`config.mk`:
```
export PLATFORM = sky130hd
export DESIGN_NAME = mux_4x1_stream
export DESIGN_NICKNAME = d
export VERILOG_FILES = /design/src/rtl/mux_4x1_stream.sv
export SDC_FILE = /design/constraint.sdc
export NUM_CORES = 1
export LEC_CHECK = 0
export CAP_MARGIN = 20
export CORE_MARGIN = 1
export CORE_UTILIZATION = 42
export DETAILED_ROUTE_END_ITERATION = 6
export GPL_TIMING_DRIVEN = 1
export PLACE_DENSITY_LB_ADDON = 0.3
export SETUP_SLACK_MARGIN = 0.05
export SLEW_MARGIN = 20
export SYNTH_ARGS = -nofsm -noshare
export SYNTH_HDL_FRONTEND = slang
export SYNTH_SLANG_ARGS = --single-unit
export TNS_END_PERCENT = 5
```
`constraint.sdc`:
```
create_clock -name clk -period 2 [get_ports clk]
set_clock_uncertainty 0.15 [all_clocks]
set_input_delay 0.2 -clock clk [delete_from_list [all_inputs] [get_ports clk]]
set_output_delay 0.2 -clock clk [all_outputs]
set_load 0.01 [all_outputs]
```
`src/rtl/mux_4x1_stream.sv`:
```
// mux_4x1_stream: 4-to-1 streaming multiplexer with a single output register.
//   Each of four valid/ready input channels competes for one output beat
//   register. Arbitration is round-robin by default, or fixed priority
//   (channel 0 highest) when the macro MUX_4X1_FIXED_PRIO_EN is defined.
// Ports:
//   clk, rst_n         clock, async active-low reset
//   in_valid/in_ready  per-channel handshake (4 bits, one-hot or zero ready)
//   din0..din3         channel data, DATA_W bits each
//   out_valid/out_ready, dout   downstream handshake and beat data
//   s1, s0             source channel of the held beat, {s1,s0}
//   beat_cnt           16-bit wrapping count of beats delivered downstream
module mux_4x1_stream #(
  parameter int DATA_W = 8
) (
  input  logic              clk,
  input  logic              rst_n,
  input  logic [3:0]        in_valid,
  output logic [3:0]        in_ready,
  input  logic [DATA_W-1:0] din0,
  input  logic [DATA_W-1:0] din1,
  input  logic [DATA_W-1:0] din2,
  input  logic [DATA_W-1:0] din3,
  output logic              out_valid,
  input  logic              out_ready,
  output logic [DATA_W-1:0] dout,
  output logic              s1,
  output logic              s0,
  output logic [15:0]       beat_cnt
);

  logic [3:0][DATA_W-1:0] din_a;
  logic                   out_valid_q, out_valid_d;
  logic [DATA_W-1:0]      dout_q, dout_d;
  logic [1:0]             src_q, src_d;
  logic [15:0]            beat_cnt_q, beat_cnt_d;
  logic [1:0]             gnt_idx;
  logic                   gnt_any;
  logic                   load_ok;
  logic                   take;
  logic                   drain;

  assign din_a = {din3, din2, din1, din0};

`ifdef MUX_4X1_FIXED_PRIO_EN
  // Fixed priority: scan from the lowest priority upward so the last hit,
  // the lowest-numbered requester, wins.
  always_comb begin
    gnt_any = 1'b0;
    gnt_idx = 2'd0;
    for (int k = 3; k >= 0; k--) begin
      if (in_valid[k]) begin
        gnt_any = 1'b1;
        gnt_idx = 2'(k);
      end
    end
  end
`else
  logic [1:0] p_q, p_d;

  // Round-robin: search P, P+1, P+2, P+3 (2-bit wrap). Scanning the offsets
  // in reverse leaves the nearest requester to P as the final winner.
  always_comb begin
    gnt_any = 1'b0;
    gnt_idx = 2'd0;
    for (int k = 3; k >= 0; k--) begin
      if (in_valid[p_q + 2'(k)]) begin
        gnt_any = 1'b1;
        gnt_idx = p_q + 2'(k);
      end
    end
  end

  always_comb begin
    p_d = p_q;
    if (take) p_d = gnt_idx + 2'd1;
  end

  always_ff @(posedge clk or negedge rst_n) begin
    if (!rst_n) p_q <= 2'd0;
    else        p_q <= p_d;
  end
`endif

  assign load_ok = !out_valid_q || out_ready;
  assign drain   = out_valid_q && out_ready;
  assign take    = gnt_any && load_ok;

  // Gated by rst_n so no channel sees a grant while reset is asserted.
  assign in_ready = (rst_n && take) ? (4'b0001 << gnt_idx) : 4'b0000;

  always_comb begin
    out_valid_d = out_valid_q;
    dout_d      = dout_q;
    src_d       = src_q;
    beat_cnt_d  = beat_cnt_q;
    if (drain) begin
      out_valid_d = 1'b0;
      beat_cnt_d  = beat_cnt_q + 16'd1;
    end
    // A load in the same cycle as a drain overrides the clear above.
    if (take) begin
      out_valid_d = 1'b1;
      dout_d      = din_a[gnt_idx];
      src_d       = gnt_idx;
    end
  end

  always_ff @(posedge clk or negedge rst_n) begin
    if (!rst_n) begin
      out_valid_q <= 1'b0;
      dout_q      <= '0;
      src_q       <= 2'd0;
      beat_cnt_q  <= 16'd0;
    end else begin
      out_valid_q <= out_valid_d;
      dout_q      <= dout_d;
      src_q       <= src_d;
      beat_cnt_q  <= beat_cnt_d;
    end
  end

  assign out_valid = out_valid_q;
  assign dout      = dout_q;
  assign s1        = src_q[1];
  assign s0        = src_q[0];
  assign beat_cnt  = beat_cnt_q;

endmodule

```
==> flow_results.xml <==
<?xml version="1.0" encoding="UTF-8"?>
<metrics>
  <group name="timing">
    <metric name="grt_setup_unrepaired" unit="">true</metric>
    <metric name="final_min_period_over_clock_period" unit="%">98.9</metric>
    <metric name="min_period" unit="ns">1.98</metric>
    <metric name="fmax" unit="MHz">505</metric>
    <metric name="tightestPinTransition" unit="ns">0.352</metric>
    <metric name="finalSetupViolations" unit="">0</metric>
    <metric name="timing_hold_violations_final" unit="">0</metric>
    <metric name="max_slew_margin" unit="%">76.3</metric>
    <metric name="max_transition_viols_final" unit="">0</metric>
  </group>
  <group name="floorplanning">
    <metric name="placementRows" unit="">22</metric>
    <metric name="dieHeight" unit="microns">64.8</metric>
    <metric name="dieArea" unit="sq mm">0.00419</metric>
    <metric name="core_area" unit="sq mm">0.00372</metric>
    <metric name="ios" unit="">70</metric>
    <metric name="initial_utilization" unit="%">44.5</metric>
    <metric name="die-width" unit="microns">64.8</metric>
  </group>
  <group name="place">
    <metric name="dp_wirelength" unit="mm">3.12</metric>
    <metric name="buffer_ports.inserted" unit="">69</metric>
    <metric name="placedInstanceArea" unit="sq mm">0.00253</metric>
    <metric name="place_congestion" unit="">0.867</metric>
  </group>
  <group name="yosys">
    <metric name="syn_inst" unit="">163</metric>
    <metric name="yosysSeqAreaShare" unit="%">43.9</metric>
    <metric name="synth_flop_cell" unit="">sky130_fd_sc_hd__dfrtp_1</metric>
    <metric name="synth_top_area_cell" unit="">sky130_fd_sc_hd__dfrtp_1</metric>
    <metric name="synthDominantCellAreaShare" unit="%">43.9</metric>
    <metric name="mappedNetlistArea" unit="sq mm">0.00165</metric>
    <metric name="synth-edff-count" unit="">0</metric>
    <metric name="synth-warning-count" unit="">0</metric>
    <metric name="largest_cells_by_area_after_synthesis" unit="">sky130_fd_sc_hd__dfrtp_1 44%, sky130_fd_sc_hd__mux2i_1 10%, sky130_fd_sc_hd__nor4b_1 8.5%, sky130_fd_sc_hd__xnor2_1 6.9%, sky130_fd_sc_hd__nand2_1 4.8%</metric>
    <metric name="postSynthAreaPerCell" unit="sq um">10.1</metric>
    <metric name="async_flop_share" unit="%">100</metric>
    <metric name="yosys_register_bits" unit="">29</metric>
    <metric name="netlist-cell-type-count" unit="">34</metric>
    <metric name="syn-num-nets" unit="">203</metric>
  </group>
  <group name="cells_and_area">
    <metric name="num-nets-final" unit="">295</metric>
    <metric name="fin_util" unit="%">71.0</metric>
    <metric name="antenna-diode-count" unit="">0</metric>
    <metric name="stdcell_area" unit="sq mm">0.00264</metric>
    <metric name="layout_overhead_on_the_synthesized_area" unit="%">59.6</metric>
    <metric name="layout-drive-gt1-share" unit="%">18.5</metric>
  </group>
  <group name="routing">
    <metric name="vias" unit="">1609</metric>
    <metric name="first_pass_iters" unit="">4</metric>
    <metric name="ant_nets_after_route" unit="">0</metric>
    <metric name="route.detailed.wl_per_inst" unit="microns">13.8</metric>
    <metric name="remaining_drc_errors" unit="">0</metric>
    <metric name="routed.top_layer" unit="">met4</metric>
    <metric name="m1WireLength" unit="mm">1.92</metric>
    <metric name="avgViaCountPerCell" unit="">5.33</metric>
    <metric name="dr.first_iter.drc_count" unit="">90</metric>
    <metric name="met2RoutedLength" unit="mm">1.91</metric>
    <metric name="detailroute.wirelength.met3" unit="microns">305</metric>
    <metric name="detail_route.wirelength" unit="mm">4.18</metric>
  </group>
  <group name="worst_setup_path">
    <metric name="critPathLaunchType" unit="">flip-flop</metric>
    <metric name="timing_worst_setup_path_type" unit="">reg2out</metric>
    <metric name="worstPathRequired" unit="ns">1.65</metric>
    <metric name="critical_path.endpoint_type" unit="">output pin</metric>
    <metric name="critical_path_arrival" unit="ns">1.63</metric>
    <metric name="cp_max_fo" unit="">5</metric>
  </group>
  <group name="global_route">
    <metric name="antenna_found_initial" unit="">0</metric>
    <metric name="total_gr_overflow" unit="">0</metric>
    <metric name="grt_first_pass_wirelength" unit="mm">6.98</metric>
    <metric name="first_global_vias" unit="">1499</metric>
    <metric name="grt.total_usage" unit="%">21.8</metric>
    <metric name="maximum_number_of_pins_on_one_net_before_global_route_repair" unit="">23</metric>
  </group>
  <group name="clock_tree">
    <metric name="numCtsBuffers" unit="">5</metric>
    <metric name="numClockSinks" unit="">29</metric>
    <metric name="cts.clk_slew.worst_paths" unit="ns">0.06</metric>
    <metric name="cts.path.max_buffers" unit="">2</metric>
    <metric name="cts-root-buf" unit="">sky130_fd_sc_hd__clkbuf_8</metric>
    <metric name="cts.hold.buffers_added" unit="">0</metric>
    <metric name="cts_tree" unit="">built</metric>
    <metric name="cts_htree_levels" unit="">2</metric>
    <metric name="source_to_sink_clock_delay_at_the_later_pin_of_the_worst_skew_pair" unit="ns">0.28</metric>
  </group>
  <group name="flow_run">
    <metric name="max_cap_violations" unit="">0</metric>
  </group>
  <group name="hold_path">
    <metric name="hold_class" unit="">in2async</metric>
  </group>
  <group name="pwr">
    <metric name="p_per_area" unit="mW/mm^2">945</metric>
    <metric name="static_leak" unit="nW">1.12</metric>
    <metric name="vdd_drop_max" unit="V">0.000512</metric>
  </group>
  <group name="outcome">
    <metric name="result_of_the_run" unit="">finished clean</metric>
  </group>
</metrics>
[layout by cell type (no fill, tap or decap), drive strengths merged, types with 3 or more instances in the layout]
cell | netlist | final
clkdlybuf4s50 | 0 | 63
dfrtp | 29 | 29
buf | 7 | 29
nand2 | 22 | 22
mux2i | 17 | 17
nor4b | 16 | 16
nor2 | 13 | 13
xnor2 | 13 | 13
o211ai | 8 | 8
clkbuf | 2 | 5
nand3 | 5 | 5
nand2b | 4 | 4
nand4 | 4 | 4
xor2 | 3 | 3
[worst max-delay path, stage by stage, from the launching register on]
cell and delay, ns:
sky130_fd_sc_hd__dfrtp_2 0.45, sky130_fd_sc_hd__mux2i_2 0.18, sky130_fd_sc_hd__a221oi_4 0.36, sky130_fd_sc_hd__nand3b_1 0.18, sky130_fd_sc_hd__nor2_1 0.05, sky130_fd_sc_hd__buf_2 0.14
[stage by stage]
stage	setup TNS [ns]	worst slack [ns]	hold WS [ns]	std cells	total power [mW]
detailed placement	-3.73	-0.420	0.315	293	2.00
global route	-0.242	-0.0684	0.218	302	2.65
floorplan	0	0.161	-0.246	163	1.44
CTS	-0.0115	-0.0115	0.187	302	2.49
finish	0	0.0211	0.202	302	2.50
global placement	-3.20	-0.407	0.309	293	1.97
[state kept, by name (all words and copies together) (netlist names)]
register / flops
p_q: 2
dout: 8
beat_cnt: 16
out_valid: 1
src_q: 2
[logic make-up (layout without fill, tap and decap cells)]
group	Yosys count	in the layout	synth area share [%]
and+or+nand+nor	75	75	25.6
DFF	29	29	43.9
muxes	18	18	11.0
xor gates and xnor gates	16	16	8.47
AOI/OAI and AO/OA	14	14	6.50
buffers and inverters	10	101	3.78
adders and majority gates	1	1	0.756
[layout make-up]
cell class | instances | area (sq um)
clock buffer | 5 | 68.8
clock inverter | 1 | 5.00
fill | 283 | 1080
inverter | 1 | 3.75
multi-input combinational | 124 | 903
sequential | 29 | 727
tap | 48 | 60.1
timing repair buffer | 94 | 872
[report_power, final]
part	switching [mW]	internal [mW]	total, mW
clock network	0.205	0.228	0.433
logic	0.483	0.670	1.15
registers	0.163	0.747	0.910
total	0.851	1.64	2.50
[final timing paths]
path	start	to	slack [ns]	depth (start not counted)
worst max-delay path	p_q[1]$_DFFE_PN0P_	in_ready[0]	0.02	5
worst min-delay path	rst_n	out_valid$_DFFE_PN0P_	0.20	2
worst max register to register	p_q[1]$_DFFE_PN0P_	dout[3]$_DFFE_PN0P_	0.08	5
worst min register to register	beat_cnt[15]$_DFFE_PN0P_	beat_cnt[15]$_DFFE_PN0P_	0.32	1
max in group asynchronous	rst_n	beat_cnt[13]$_DFFE_PN0P_	1.21	2
min in group clk	beat_cnt[15]$_DFFE_PN0P_	beat_cnt[15]$_DFFE_PN0P_	0.32	1
[synthesized netlist by cell type, types with 3 or more instances]
library cell	instances
sky130_fd_sc_hd__buf_4	4
sky130_fd_sc_hd__nor2_1	13
sky130_fd_sc_hd__dfrtp_1	29
sky130_fd_sc_hd__xnor2_1	13
sky130_fd_sc_hd__nor4b_1	16
sky130_fd_sc_hd__xor2_1	3
sky130_fd_sc_hd__o211ai_1	8
sky130_fd_sc_hd__nand2b_1	4
sky130_fd_sc_hd__mux2i_1	17
sky130_fd_sc_hd__nand4_1	4
sky130_fd_sc_hd__nand3_1	5
sky130_fd_sc_hd__nand2_1	21
[routing by layer]
metal,track usage [%],vias to the layer above
met3,7.04,5
met5,0,-
met2,32.6,65
met4,5.83,0
li1,-,770
met1,30.1,769
[timing repair]
| action | in CTS | in global routing |
|---|---|---|
| endpoints found under the setup margin | 12 | 12 |
| gates resized for setup | 24 | 4 |
| pin swaps | 5 | 3 |
| gates cloned | 0 | 0 |
| buffers inserted | 3 | 0 |
Power figures use the tool's default switching activity.
